## config.mk

```make
export PLATFORM = sky130hd
export DESIGN_NAME = dsp_shared_arbiter
export DESIGN_NICKNAME = d
export VERILOG_FILES = /design/src/rtl/dsp_shared_arbiter_pkg.sv /design/src/rtl/dsp_rr_arbiter.sv /design/src/rtl/dsp_shared_arbiter.sv
export SDC_FILE = /design/constraint.sdc
export NUM_CORES = 1
export LEC_CHECK = 0
export ABC_AREA = 1
export CAP_MARGIN = 20
export CELL_PAD_IN_SITES_DETAIL_PLACEMENT = 2
export CELL_PAD_IN_SITES_GLOBAL_PLACEMENT = 2
export CORE_UTILIZATION = 18
export CTS_BUF_LIST = sky130_fd_sc_hd__clkbuf_8
export DETAILED_ROUTE_END_ITERATION = 6
export PLACE_DENSITY = 0.8
export SLEW_MARGIN = 10
export SYNTH_ARGS = -nofsm -noshare
export SYNTH_HDL_FRONTEND = slang
export SYNTH_HIERARCHICAL = 1
export SYNTH_SLANG_ARGS = --single-unit
```

## constraint.sdc

```tcl
create_clock -name clk -period 2.1 [get_ports clk]
set_input_delay 0.21 -clock clk [delete_from_list [all_inputs] [get_ports clk]]
set_output_delay 0.21 -clock clk [all_outputs]
set_load 0.02 [all_outputs]
```

## src/rtl/dsp_shared_arbiter_pkg.sv

```systemverilog
// Shared constants and slice helper for the DSP sharing arbiter and its sub-blocks.
package dsp_shared_arbiter_pkg;

  // Must equal the register stages inside the shared DSP (input DFF + output DFF).
  localparam int DSP_ARB_LATENCY  = 2;
  localparam int DSP_ARB_ID_WIDTH = 2;

  // Low bit of requester idx's operand slice in a packed request bus.
  function automatic int op_lsb(input int idx, input int op_w);
    return idx * op_w;
  endfunction

endpackage

```

## src/rtl/dsp_rr_arbiter.sv

```systemverilog
// Round-robin arbiter: request vector plus start pointer -> one-hot grant and encoded id.
module dsp_rr_arbiter #(
  parameter int NUM_REQ  = 4,
  parameter int ID_WIDTH = 2
) (
  input  logic [NUM_REQ-1:0]  req,
  input  logic [ID_WIDTH-1:0] ptr,
  output logic [NUM_REQ-1:0]  grant,
  output logic [ID_WIDTH-1:0] grant_id,
  output logic                grant_vld
);

  int                  sum;
  logic [ID_WIDTH-1:0] idx;

  // ptr is the first index searched; the first active request found from there wins.
  always_comb begin
    grant     = '0;
    grant_id  = '0;
    grant_vld = 1'b0;
    sum       = 0;
    idx       = '0;
    for (int off = 0; off < NUM_REQ; off++) begin
      sum = int'(ptr) + off;
      if (sum >= NUM_REQ) sum = sum - NUM_REQ;
      idx = ID_WIDTH'(sum);
      if (!grant_vld && req[idx]) begin
        grant[idx] = 1'b1;
        grant_id   = idx;
        grant_vld  = 1'b1;
      end
    end
  end

endmodule

```

## src/rtl/dsp_shared_arbiter.sv

```systemverilog
// Shares one 2-stage registered DSP among NUM_REQ requesters and tags each result with its owner.
// Define DSP_ARB_FIXED_PRIO_EN for fixed lowest-index-wins priority instead of round-robin.
module dsp_shared_arbiter
  import dsp_shared_arbiter_pkg::*;
#(
  parameter int NUM_REQ    = 4,
  parameter int DATA_WIDTH = 4,
  parameter int LATENCY    = DSP_ARB_LATENCY,
  parameter int ID_WIDTH   = DSP_ARB_ID_WIDTH
) (
  input  logic                              clk,
  input  logic                              rst,
  input  logic [NUM_REQ-1:0]                req_valid,
  output logic [NUM_REQ-1:0]                req_ready,
  input  logic [NUM_REQ*(DATA_WIDTH/2)-1:0] req_a,
  input  logic [NUM_REQ*(DATA_WIDTH/2)-1:0] req_b,
  input  logic [NUM_REQ-1:0]                req_m,
  output logic [DATA_WIDTH/2-1:0]           dsp_a,
  output logic [DATA_WIDTH/2-1:0]           dsp_b,
  output logic                              dsp_m,
  input  logic [DATA_WIDTH-1:0]             dsp_out,
  output logic                              rsp_valid,
  output logic [ID_WIDTH-1:0]               rsp_id,
  output logic [DATA_WIDTH-1:0]             rsp_data,
  output logic                              busy
);

  localparam int OP_W = DATA_WIDTH / 2;

  logic [NUM_REQ-1:0]  grant;
  logic [ID_WIDTH-1:0] grant_id;
  logic                grant_vld;
  logic                accept;
  logic [ID_WIDTH-1:0] ptr;
  logic [LATENCY-1:0]  vld_p;
  logic [ID_WIDTH-1:0] id_p [LATENCY];

  dsp_rr_arbiter #(
    .NUM_REQ  (NUM_REQ),
    .ID_WIDTH (ID_WIDTH)
  ) u_arb (
    .req       (req_valid),
    .ptr       (ptr),
    .grant     (grant),
    .grant_id  (grant_id),
    .grant_vld (grant_vld)
  );

  assign req_ready = rst ? '0 : grant;
  assign accept    = grant_vld & ~rst;

`ifdef DSP_ARB_FIXED_PRIO_EN
  // Searching always from index 0 turns the round-robin search into fixed priority.
  assign ptr = '0;
`else
  always_ff @(posedge clk) begin
    if (rst) begin
      ptr <= '0;
    end else if (accept) begin
      ptr <= (grant_id == ID_WIDTH'(NUM_REQ - 1)) ? '0 : grant_id + ID_WIDTH'(1);
    end
  end
`endif

  // Issue: one-hot OR-mux of the granted operands; zeros when nothing is granted.
  always_comb begin
    dsp_a = '0;
    dsp_b = '0;
    dsp_m = 1'b0;
    for (int i = 0; i < NUM_REQ; i++) begin
      if (req_ready[i]) begin
        dsp_a = dsp_a | req_a[op_lsb(i, OP_W) +: OP_W];
        dsp_b = dsp_b | req_b[op_lsb(i, OP_W) +: OP_W];
        dsp_m = dsp_m | req_m[i];
      end
    end
  end

  // Stage p0 .. p(LATENCY-1): tag pipeline tracking the DSP's internal registers.
  always_ff @(posedge clk) begin
    if (rst) begin
      vld_p <= '0;
    end else begin
      vld_p[0] <= accept;
      for (int s = 1; s < LATENCY; s++) vld_p[s] <= vld_p[s-1];
    end
  end

  always_ff @(posedge clk) begin
    id_p[0] <= grant_id;
    for (int s = 1; s < LATENCY; s++) id_p[s] <= id_p[s-1];
  end

  // Retire: last tag stage lines up with the DSP's registered output.
  assign rsp_valid = vld_p[LATENCY-1];
  assign rsp_id    = rsp_valid ? id_p[LATENCY-1] : '0;
  assign rsp_data  = rsp_valid ? dsp_out : '0;
  assign busy      = |vld_p;

endmodule

```

### Word-level counts from Yosys, hierarchy flattened

Memory sizes are Yosys's and may differ from the RTL's.
Cells that the tools add are included.

* memories: 1
* flip-flop bits (word level): 4
* logic and storage cells: 97
* memory bits (writable): 4
* input bits: 30

* equal/unequal tests: 1
* reduce and logical (&&, ||, !) cells: 11
* muxes and demuxes: 48
* bitwise operators: 14
* add/subtract/negate cells: 8
* magnitude comparators: 12

Memory list
* id_p: words 2, width 2, read ports 2, clocked after Yosys merged registers in 0, wr ports 2, RTL line dsp_shared_arbiter.sv:36 `logic [ID_WIDTH-1:0] id_p [LATENCY];`

Operators by type and width (count)
* 2-bit two-way mux: 18
* 4-bit two-way mux: 6
* 1-bit two-way mux: 16
* 2-bit by 3-bit < comparator with 1-bit output, second input constant: 4
* 2-bit OR: 6
* 4-bit OR: 3
* 3-bit greater-or-equal comparator, second input constant: 3
* 1-bit binary-select mux with 2-bit select: 4
* 1-bit demux with 2-bit select: 4
* 2-bit by 1-bit greater-or-equal comparator with 1-bit output, second input constant: 4
* 2-bit by 1-bit subtractor with 2-bit output, second input constant: 4
* 1-bit logical AND: 7
* 2-bit by 2-bit adder with 3-bit output, second input constant: 2
* 2-bit by 1-bit adder with 3-bit output, second input constant: 1
* 2-bit by 3-bit greater-or-equal comparator with 1-bit output, second input constant: 1
* 1-bit zero test: 3
* 1-bit OR: 3
* 2-bit by 1-bit adder with 2-bit output, second input constant: 1
* 2-bit == test, second input constant: 1
* 2-bit OR reduction: 1
* 1-bit AND: 1
* 1-bit inverter: 1

### Longest topological paths before layout

Gate-level depths: netlist (run 1).

* depth in word-level cells: 22
* gate-level depth with buffers: 13
* depth with buffers taken out: 12

### Hierarchy

The synthesis (run 1) kept the hierarchy.

Modules (own cells, without submodules)
* dsp_shared_arbiter: area each 514.2 um2, cells each 88, times used 1, sequential area each 160.2 um2
* dsp_rr_arbiter: area each 440.4 um2, cells each 74, times used 1, sequential area each 0.0 um2

### Least setup slack after synthesis (run 1)

OpenSTA, ideal clock, no wires.

* kind: register to output
* from: reg ptr[0]
* to: out req_ready[1]
* path slack: -0.113 ns
* cell stages (with the launch flop): 11
* arrival: 2.003 ns
* path through: dfxtp_1 -> inv_2 -> ha_1 -> inv_1 -> nand3_1 -> nand2_1 -> nor2_1 -> a21oi_1 -> nand3_1 -> inv_1 -> nor2_1

* longest elaborated chain between the ends: 15
* elaborated cells on any way between the ends: 60
* those cells by class: add/sub: 7; order compare: 12; mux: 28; bitwise: 3; reduce/logical: 10

Ends and longest elaborated chain
* from (decl): RTL line dsp_shared_arbiter.sv:34 `logic [ID_WIDTH-1:0] ptr;`
* from (signal assigned): RTL line dsp_shared_arbiter.sv:60 `ptr <= (grant_id == ID_WIDTH'(NUM_REQ - 1)) ? '0 : grant_id + ID_WIDTH'(1);`
* parallel branches: the longest is 13 deep, another holds 2-bit by 1-bit adder with 3-bit output
* 4-bit two-way mux *: RTL line dsp_rr_arbiter.sv:27 `if (!grant_vld && req[idx]) begin`
* net grant[1]: RTL line dsp_shared_arbiter.sv:30 `logic [NUM_REQ-1:0] grant;`
* 4-bit two-way mux *: RTL line dsp_shared_arbiter.sv:49 `assign req_ready = rst ? '0 : grant;`
* to (decl): RTL line dsp_shared_arbiter.sv:14 `output logic [NUM_REQ-1:0] req_ready,`

Mark *: on every way through the listed nets, which the timed path passes. The select of a mux whose other input is x is not followed.

### Worst setup path in the final report (run 1)

* from: reg ptr[1]
* to: out dsp_b[0]

* elaborated cells on any way between the ends: 67
* those cells by class: add/sub: 7; order compare: 12; mux: 32; bitwise: 6; reduce/logical: 10

RTL lines
* parallel branches: the longest is 13 deep, another holds 2-bit by 1-bit adder with 3-bit output
* 4-bit two-way mux *: RTL line dsp_rr_arbiter.sv:27
* net grant[1]: RTL line dsp_shared_arbiter.sv:30
* 4-bit two-way mux *: RTL line dsp_shared_arbiter.sv:49
* 2-bit two-way mux *: RTL line dsp_shared_arbiter.sv:71 `if (req_ready[i]) begin`
* 2-bit OR: RTL line dsp_shared_arbiter.sv:73 `dsp_b = dsp_b | req_b[op_lsb(i, OP_W) +: OP_W];`
* 2-bit two-way mux *: RTL line dsp_shared_arbiter.sv:71
* 2-bit OR: RTL line dsp_shared_arbiter.sv:73
* 2-bit two-way mux *: RTL line dsp_shared_arbiter.sv:71
* to (decl): RTL line dsp_shared_arbiter.sv:19 `output logic [DATA_WIDTH/2-1:0] dsp_b,`

Marked as above.

==> results of run 1 <==
-- critical path, delay by kind of cell (launching register included) --
| kind | cells | cell delay [ns] |
|---|---|---|
| flip-flops | 1 | 0.33 |
| adder cells (fa/ha/maj) | 1 | 0.25 |
| AND/OR/NAND/NOR | 4 | 0.38 |
| buffers and inverters | 4 | 0.38 |
| AO/OA/AOI/OAI | 2 | 0.42 |
-- layout by cell type (no fill, tap or decap), drive strengths merged --
| cell | count |
|---|---|
| nand2 | 44 |
| buf | 40 |
| clkdlybuf4s50 | 37 |
| nand3 | 36 |
| inv | 32 |
| nor2 | 11 |
| dfxtp | 8 |
| a21oi | 8 |
| nand4 | 7 |
| ha | 6 |
| a21boi | 4 |
| clkbuf | 3 |
| or2 | 2 |
| o21ai | 2 |
-- per-layer routing --
layer	wire length [um]	vias up
met3	119	7
met4	68	0
li1	-	679
met5	0	-
met2	2640	31
met1	1860	683
-- logic make-up (layout without fill, tap and decap cells) --
logic type | after synthesis | count (layout)
and+or+nand+nor | 99 | 100
buffers and inverters | 35 | 112
AOI/OAI and AO/OA | 14 | 14
DFF | 8 | 8
adders and majority gates | 6 | 6
-- power groups by stage --
stage | combinational (mW) | clock, mW | sequential, mW
CTS | 2.57 | 0.184 | 0.261
finish | 2.84 | 0.189 | 0.270
floorplan | 1.17 | 0 | 0.278
global route | 3.10 | 0.204 | 0.279
detailed placement | 2.24 | 0 | 0.259
global placement | 2.14 | 0 | 0.254
-- final timing paths --
check,cells past startpoint,start,to
worst min-delay path,0,id_p[0][1]$_DFF_P_,id_p[0][3]$_DFF_P_
worst max-delay path,11,ptr[1]$_SDFFE_PP0P_,dsp_b[0]
worst max register to register,12,ptr[0]$_SDFFE_PP0P_,ptr[0]$_SDFFE_PP0P_
worst min register to register,0,id_p[0][1]$_DFF_P_,id_p[0][3]$_DFF_P_
-- stage by stage --
step	instances	area, um^2	worst slack [ns]	power (mW)
final	310	1990	-0.106	3.30
after global routing	310	1990	-0.254	3.58
after CTS	304	1880	-0.0706	3.01
after detailed placement	298	1690	-0.685	2.50
after global placement	298	1690	-0.568	2.39
after floorplan	162	970	0.0438	1.45
-- registers in the layout (all words and copies together) (netlist names) --
register  flops
ptr           2
vld_p         2
id_p          4
-- cell type report --
class | count | area share [%]
Timing Repair Buffer | 77 | 36.0
Clock buffer | 3 | 2.08
Sequential cell | 8 | 8.31
Tap cell | 70 | 4.41
Multi-Input combinational cell | 120 | 42.9
Inverter | 32 | 6.30
-- repair_timing --
action,CTS,global route
hold endpoints to repair,0,0
pin swaps,25,18
endpoints found under the setup margin,11,11
buffers inserted,3,6
cloned,1,0
resized for setup,84,17
==> qor.csv, run 1 <==
stage,metric,value,unit
power,clock network fraction of total power,5.7,%
yosys,mux cell area share after synthesis,0,%
yosys,Compound-Gate Fraction of Synth Area,8.39,%
global_routing,met1 usage,16.9,%
floorplan,Die Wd,74.8,um
yosys,post-synthesis cell count,162,
global_routing,GR Util met3,0.937,%
power,PwrDens,1660,nW/um^2
yosys,"Top FF cell, synth",dfxtp_1,
yosys,Yosys top cell area share,17.8,%
sta,setup ws final,-0.106,ns
clock_network,H-tree depth,1,
outcome,status,finished with violations,
cells_and_area,post-layout util,38.9,%
routing,starting DRC count in detailed routing,52,
yosys,Post-Synthesis Cell Area,955,um^2
power,share of total power in combinational logic,86.1,%
cells_and_area,share of cells above drive strength 1,40.8,%
worst_setup_path,worst-path maximum fanout,6,
power,Sequential Power Share,8.2,%
yosys,simple logic cell fraction of the synthesized area,51.2,%
yosys,yosys warns,6,
placement,Port Buffers,46,
sta,Finish-stage setup viols,8,
routing,WL/cell,15.1,um
global_routing,largest net degree at the start of global routing,15,
clock_network,CTS Buf Count,3,
routing,DRC viols,0,
global_routing,Total Routing Usage GR,16.5,%
outcome,failing checks,setup timing,
worst_setup_path,"Data required, critical path",1.89,ns
sta,worst-margin pin slew,0.334,ns
floorplan,Core Area,5110,um^2
yosys,synth unique cells,19,
worst_setup_path,CP peak stage delay,0.34,ns
global_routing,vias in the first global route,1520,
cells_and_area,Final nets,278,
power,Sw Ratio,51.2,%
global_routing,global-route wire length before repair,6940,um
routing,Vias,1400,
yosys,Async SR Flop Fraction,0,%
worst_setup_path,crit path cell chain,inv_2 > buf_4 > ha_1 > a21boi_0 > a21oi_2 > nand3_4 > nand3_1 > nand2_1 > inv_1 > nand2_1 > buf_6,
worst_setup_path,slowest CP cell,a21boi_0,
worst_setup_path,Crit Path Category,flip-flop to output port,
routing,First-pass DRT Iterations,2,
floorplan,die height,74.8,um
clock_network,# clock sinks,8,
yosys,Syn Area/Cell,5.89,um^2
yosys,Post-Synth Adder-Cell Area,7.86,%
yosys,largest family of logic cells by synthesized area,simple AND/OR/NAND/NOR gates,
sta,Final Cycle Share,105,%
placement,Final GP Congestion,0.794,
sta,Fin. Hold Viols,0,
routing,Post-Route WL,4680,um
cells_and_area,area taken by multi-input logic gates,852,um^2
yosys,"Seq/Total Area, Yosys",16.8,%
yosys,Synth area leaders,"nand3_1 18%, dfxtp_1 17%, nand2_1 14%",
worst_setup_path,crit path capture type,output port,
cells_and_area,filler cell count,613,
yosys,register bit total from synthesis,8,
power,P_int,1.61,mW
sta,max-slew headroom at the worst pin,77.5,%
floorplan,Die ar.,5600,um^2
routing,Routed Antenna Nets,0,
clock_network,deepest clock path buffer count,2,
worst_setup_path,reg2reg setup slack,-0.06,ns
floorplan,IO Pins,47,
global_routing,GRT busiest layer,met2,
clock_network,CTS tree,yes,
cells_and_area,Seq. cell area,165,um^2
yosys,syn nets,198,
yosys,cell taking the most area after synthesis,nand3_1,
sta,WHS,0.323,ns
clock_network,clk_lat worst skew,0.23,ns
sta,FMAX,453,MHz
worst_setup_path,Worst setup SP type,flip-flop,
power,peak supply drop,0.462,mV
placement,DP Wirelength,3280,um
worst_setup_path,critical path arrival,2.00,ns
yosys,XOR/XNOR Fraction of Synth Area,0,%
routing,via-per-instance ratio,4.52,
power,P_sw,1.69,mW
sta,Worst Skew,0.00677,ns
yosys,"EDFF count, synth",0,
sta,setup_tns,-0.571,ns
floorplan,FP Rows,26,
global_routing,grt ovf,0,
sta,Final Critical Period,2.21,ns
sta,max-slew violation count,0,
floorplan,Initial Util,18.7,%
sta,RSZ-0062 raised after global routing,true,
yosys,cell with the most instances after synthesis,nand2_1,
min_path,worst hold path class,flip-flop to flip-flop,
power,Static Leak,0.974,nW
cells_and_area,Inserted Diodes,0,
clock_network,Root Driver,clkbuf_8,
cells_and_area,P&R area growth vs syn,108,%
global_routing,initial antenna violation count,0,
worst_setup_path,"Top cell by count, worst path",nand2_1,
clock_network,"CTS clk-pin slew, worst paths",0.04,ns
run,maxcap violations,0,
global_routing,GRT met2 Usage,34.8,%
yosys,Synth top cells by count,"36 x nand2_1, 34 x nand3_1, 30 x inv_1, 9 x nor2_1",
clock_network,Hold Buf Count CTS,0,
Power figures use the tool's default switching activity.
==> inputs of run 2 (changes only) <==
--- a/config.mk
+++ b/config.mk
@@ -9,12 +9,11 @@
 export CAP_MARGIN = 20
 export CELL_PAD_IN_SITES_DETAIL_PLACEMENT = 2
 export CELL_PAD_IN_SITES_GLOBAL_PLACEMENT = 2
-export CORE_UTILIZATION = 18
+export CORE_UTILIZATION = 19
 export CTS_BUF_LIST = sky130_fd_sc_hd__clkbuf_8
 export DETAILED_ROUTE_END_ITERATION = 6
-export PLACE_DENSITY = 0.8
+export PLACE_DENSITY = 0.78
 export SLEW_MARGIN = 10
 export SYNTH_ARGS = -nofsm -noshare
 export SYNTH_HDL_FRONTEND = slang
-export SYNTH_HIERARCHICAL = 1
 export SYNTH_SLANG_ARGS = --single-unit
==> run 2 against run 1 <==
Effect of this change:
- maximum frequency fell by 0.89%
- synthesized cell count grew 5.6%
- hold slack lost 0.0032 ns
- sequential power down 7.8%
- power down 12%
- utilization shrank 0.65 points
- the flow still finishes with violations (setup timing)
- global-route usage is 1.1 points lower
- count of clock-buffer cells in the layout unchanged
- synthesized area rose by 12%
- setup slack lost 0.020 ns
- first-iteration DRC count shrank 12%
- critical path type unchanged
- non-clock buffer count rose by 1
- critical endpoint is now dsp_a[0]
==> qor.csv, run 2 <==
stage,metric,value,unit,change
sta,worst-margin pin slew,0.245,ns,-0.0894 ns
min_path,WHS Path Cells,0,,unchanged
global_routing,grt ovf,0,,unchanged
floorplan,IO Pins,47,,unchanged
yosys,cell taking the most area after synthesis,nand2_1,,
sta,Fin. Hold Viols,0,,unchanged
floorplan,Initial Util,20.3,%,+1.6 points
cells_and_area,most frequent cells in the layout,"43 x nand2_1, 37 x clkdlybuf4s50_1, 30 x buf_4, 28 x inv_1, 26 x nand3_1",,
sta,Finish-stage setup viols,7,,-1
routing,Vias,1415,,+1.1%
yosys,cell with the most instances after synthesis,nand2_1,,
cells_and_area,post-layout util,38.2,%,-0.65 points
outcome,failing checks,setup timing,,
cells_and_area,"Design Area, Final",2020,um^2,+1.4%
yosys,yosys warns,0,,-6
min_path,hold path endpoint,id_p[0][2]$_DFF_P_,,
run,maxcap violations,0,,unchanged
yosys,Yosys top cell area share,17.5,%,-0.30 points
power,Design Power,2.89,mW,-12%
yosys,"EDFF count, synth",0,,unchanged
sta,RSZ-0062 raised after global routing,true,,
worst_setup_path,reg2reg setup slack,0.16,ns,+0.22 ns
clock_network,clk_lat worst skew,0.23,ns,about the same
yosys,Syn Area/Cell,6.26,um^2,+6.3%
yosys,Synth top cells by count,"50 x nand2_1, 30 x inv_1, 26 x nand3_1, 10 x nand3_2",,
cells_and_area,"commonest non-fill, non-tap cell in the layout",nand2_1,,
sta,max-slew violation count,0,,unchanged
sta,Final Critical Period,2.23,ns,+0.0199 ns
clock_network,"CTS clk-pin slew, worst paths",0.04,ns,about the same
worst_setup_path,crit path capture type,output port,,
sta,Worst Skew,0.00548,ns,-0.00128 ns
worst_setup_path,Crit Path Category,flip-flop to output port,,
worst_setup_path,Worst Path Buf+Inv,5,,+1
clock_network,# clock sinks,8,,unchanged
worst_setup_path,"Data required, critical path",1.89,ns,about the same
routing,via-per-instance ratio,4.44,,-1.8%
sta,max-slew headroom at the worst pin,83.7,%,+6.1 points
routing,First-pass DRT Iterations,4,,+2
cells_and_area,share of cells above drive strength 1,35.7,%,-5.1 points
clock_network,CTS tree,yes,,
worst_setup_path,Worst setup SP type,flip-flop,,
routing,Routed Antenna Nets,0,,unchanged
sta,Final Cycle Share,106,%,+0.95 points
yosys,register bit total from synthesis,8,,unchanged
yosys,"Seq/Total Area, Yosys",15.0,%,-1.8 points
floorplan,FP Rows,26,,unchanged
yosys,Post-Synthesis Cell Area,1070,um^2,+12%
power,Static Leak,1.05,nW,+8.3%
clock_network,Root Driver,clkbuf_8,,
cells_and_area,Final nets,289,,+4.0%
worst_setup_path,critical path arrival,2.02,ns,+0.02 ns
worst_setup_path,length in cells of the worst reg-to-reg path,18,,+6
yosys,synth unique cells,24,,+5
routing,DRC viols,0,,unchanged
floorplan,Die ar.,5940,um^2,+6.1%
worst_setup_path,slowest CP cell,dfxtp_2,,
global_routing,Total Routing Usage GR,15.4,%,-1.1 points
sta,setup_tns,-0.709,ns,-0.137 ns
clock_network,H-tree depth,1,,unchanged
clock_network,deepest clock path buffer count,2,,unchanged
yosys,Async SR Flop Fraction,0,%,unchanged
worst_setup_path,RR Endpoint,ptr[1]$_SDFFE_PP0P_,,
power,PwrDens,1430,nW/um^2,-14%
placement,DP Wirelength,3500,um,+6.7%
cells_and_area,filler cell count,642,,+4.7%
floorplan,Die Wd,77.1,um,+3.0%
clock_network,CTS Buf Count,3,,unchanged
sta,FMAX,449,MHz,-0.89%
global_routing,initial antenna violation count,0,,unchanged
worst_setup_path,crit path cell chain,inv_2 > ha_4 > inv_4 > nand3_1 > nand2_2 > nor2_4 > a21oi_2 > nand3_2 > buf_4 > nand3_1 > nand2_1 > inv_1 > nand2_2 > buf_6,,
cells_and_area,P&R area growth vs syn,88.2,%,
worst_setup_path,worst-path maximum fanout,4,,-2
yosys,Synth area leaders,"nand2_1 18%, dfxtp_1 15%, nand3_1 12%",,
min_path,Hold Startpoint,id_p[0][0]$_DFF_P_,,
min_path,worst hold path class,flip-flop to flip-flop,,
placement,Post-DP Area,1830,um^2,+8.6%
yosys,post-synthesis cell count,171,,+5.6%
global_routing,largest net degree at the start of global routing,25,,+10
cells_and_area,Inserted Diodes,0,,unchanged
floorplan,Core Area,5270,um^2,+3.2%
global_routing,global-route wire length before repair,7220,um,+4.0%
yosys,syn nets,209,,+5.6%
sta,WHS,0.320,ns,-0.00318 ns
worst_setup_path,CP peak stage delay,0.35,ns,about the same
power,peak supply drop,0.466,mV,+0.70%
sta,setup ws final,-0.126,ns,-0.0199 ns
routing,WL/cell,13.7,um,-9.2%
routing,Post-Route WL,4380,um,-6.6%
worst_setup_path,"delay-heaviest family, CP",simple AND/OR/NAND/NOR gates,,
placement,Port Buffers,46,,unchanged
routing,starting DRC count in detailed routing,46,,-12%
global_routing,vias in the first global route,1474,,-3.0%
floorplan,die height,77.1,um,+3.0%
outcome,status,finished with violations,,
yosys,"Top FF cell, synth",dfxtp_1,,
placement,Final GP Congestion,0.879,,+11%
==> run 2: final cells by class <==
| cell class | instances | area, um^2 | area share [%] |
|---|---|---|---|
| tap | 70 | 87.6 | 4.35 |
| multi-input combinational | 126 | 848 | 42.1 |
| clock buffer | 3 | 41.3 | 2.05 |
| sequential | 8 | 163 | 8.07 |
| timing repair buffer | 78 | 743 | 36.9 |
| inverter | 34 | 133 | 6.58 |
==> run 2: logic make-up (layout without fill, tap and decap cells) <==
logic type,count (synthesis),after routing,synth area share [%]
flops,8,8,15.0
buf+inv,37,115,14.4
simple gates,106,106,54.7
fa+ha+maj,8,8,9.35
compound gates,12,12,6.66
==> run 2: power breakdown <==
| group | total [mW] | switching (mW) | internal [mW] | leakage (nW) |
|---|---|---|---|---|
| clock | 0.185 | 0.0609 | 0.124 | 0.0216 |
| combinational | 2.45 | 1.35 | 1.11 | 0.966 |
| sequential | 0.249 | 0.0290 | 0.220 | 0.0676 |
==> run 2: stage by stage <==
| stage | setup slack (ns) | std cells |
|---|---|---|
| floorplan | 0.0777 | 171 |
| global placement | -0.517 | 310 |
| detailed placement | -0.594 | 310 |
| CTS | -0.137 | 316 |
| global route | -0.268 | 319 |
| finish | -0.126 | 319 |
==> run 2: per-layer routing <==
| metal | wire [um] | vias to the layer above | share of wire, % | GRT usage [%] |
|---|---|---|---|---|
| li1 | - | 699 | - | - |
| met1 | 1880 | 685 | 43 | 17.9 |
| met2 | 2360 | 26 | 54 | 29.5 |
| met3 | 95 | 5 | 2.2 | 2.14 |
| met4 | 35 | 0 | 0.80 | 3.40 |
| met5 | 0 | - | 0 | 0 |
==> run 2: worst register-to-register path, stage by stage (launching register included) <==
cell     delay, ns
dfxtp_2       0.33
inv_2         0.10
buf_8         0.15
nand2_2       0.07
nand2_2       0.08
nand2_1       0.07
nand2_2       0.09
nor2_4        0.04
buf_12        0.14
buf_4         0.14
buf_4         0.14
nand2_2       0.08
inv_2         0.04
nand3_1       0.08
nand2_1       0.07
nand2_1       0.06
nand2_1       0.05
nand2_1       0.06
nand2_1       0.05
==> run 2: how the worst max path moves through the flow <==
stage                                    from        to  cells after the start
after detailed placement         req_valid[1]  dsp_a[0]                     13
after CTS                           flip-flop  dsp_a[1]                     15
final                               flip-flop  dsp_a[0]                     14
after global placement           req_valid[1]  dsp_b[0]                     13
after floorplan           ptr[1]$_SDFFE_PP0P_  dsp_a[0]                     13
after global routing                flip-flop  dsp_a[1]                     14
==> run 2: timing repair <==
| action | CTS | global route |
|---|---|---|
| pin swaps | 3 | 1 |
| gates resized for setup | 67 | 11 |
| hold buffers | 0 | 0 |
| setup endpoints to repair | 9 | 10 |
| buffers inserted | 3 | 3 |
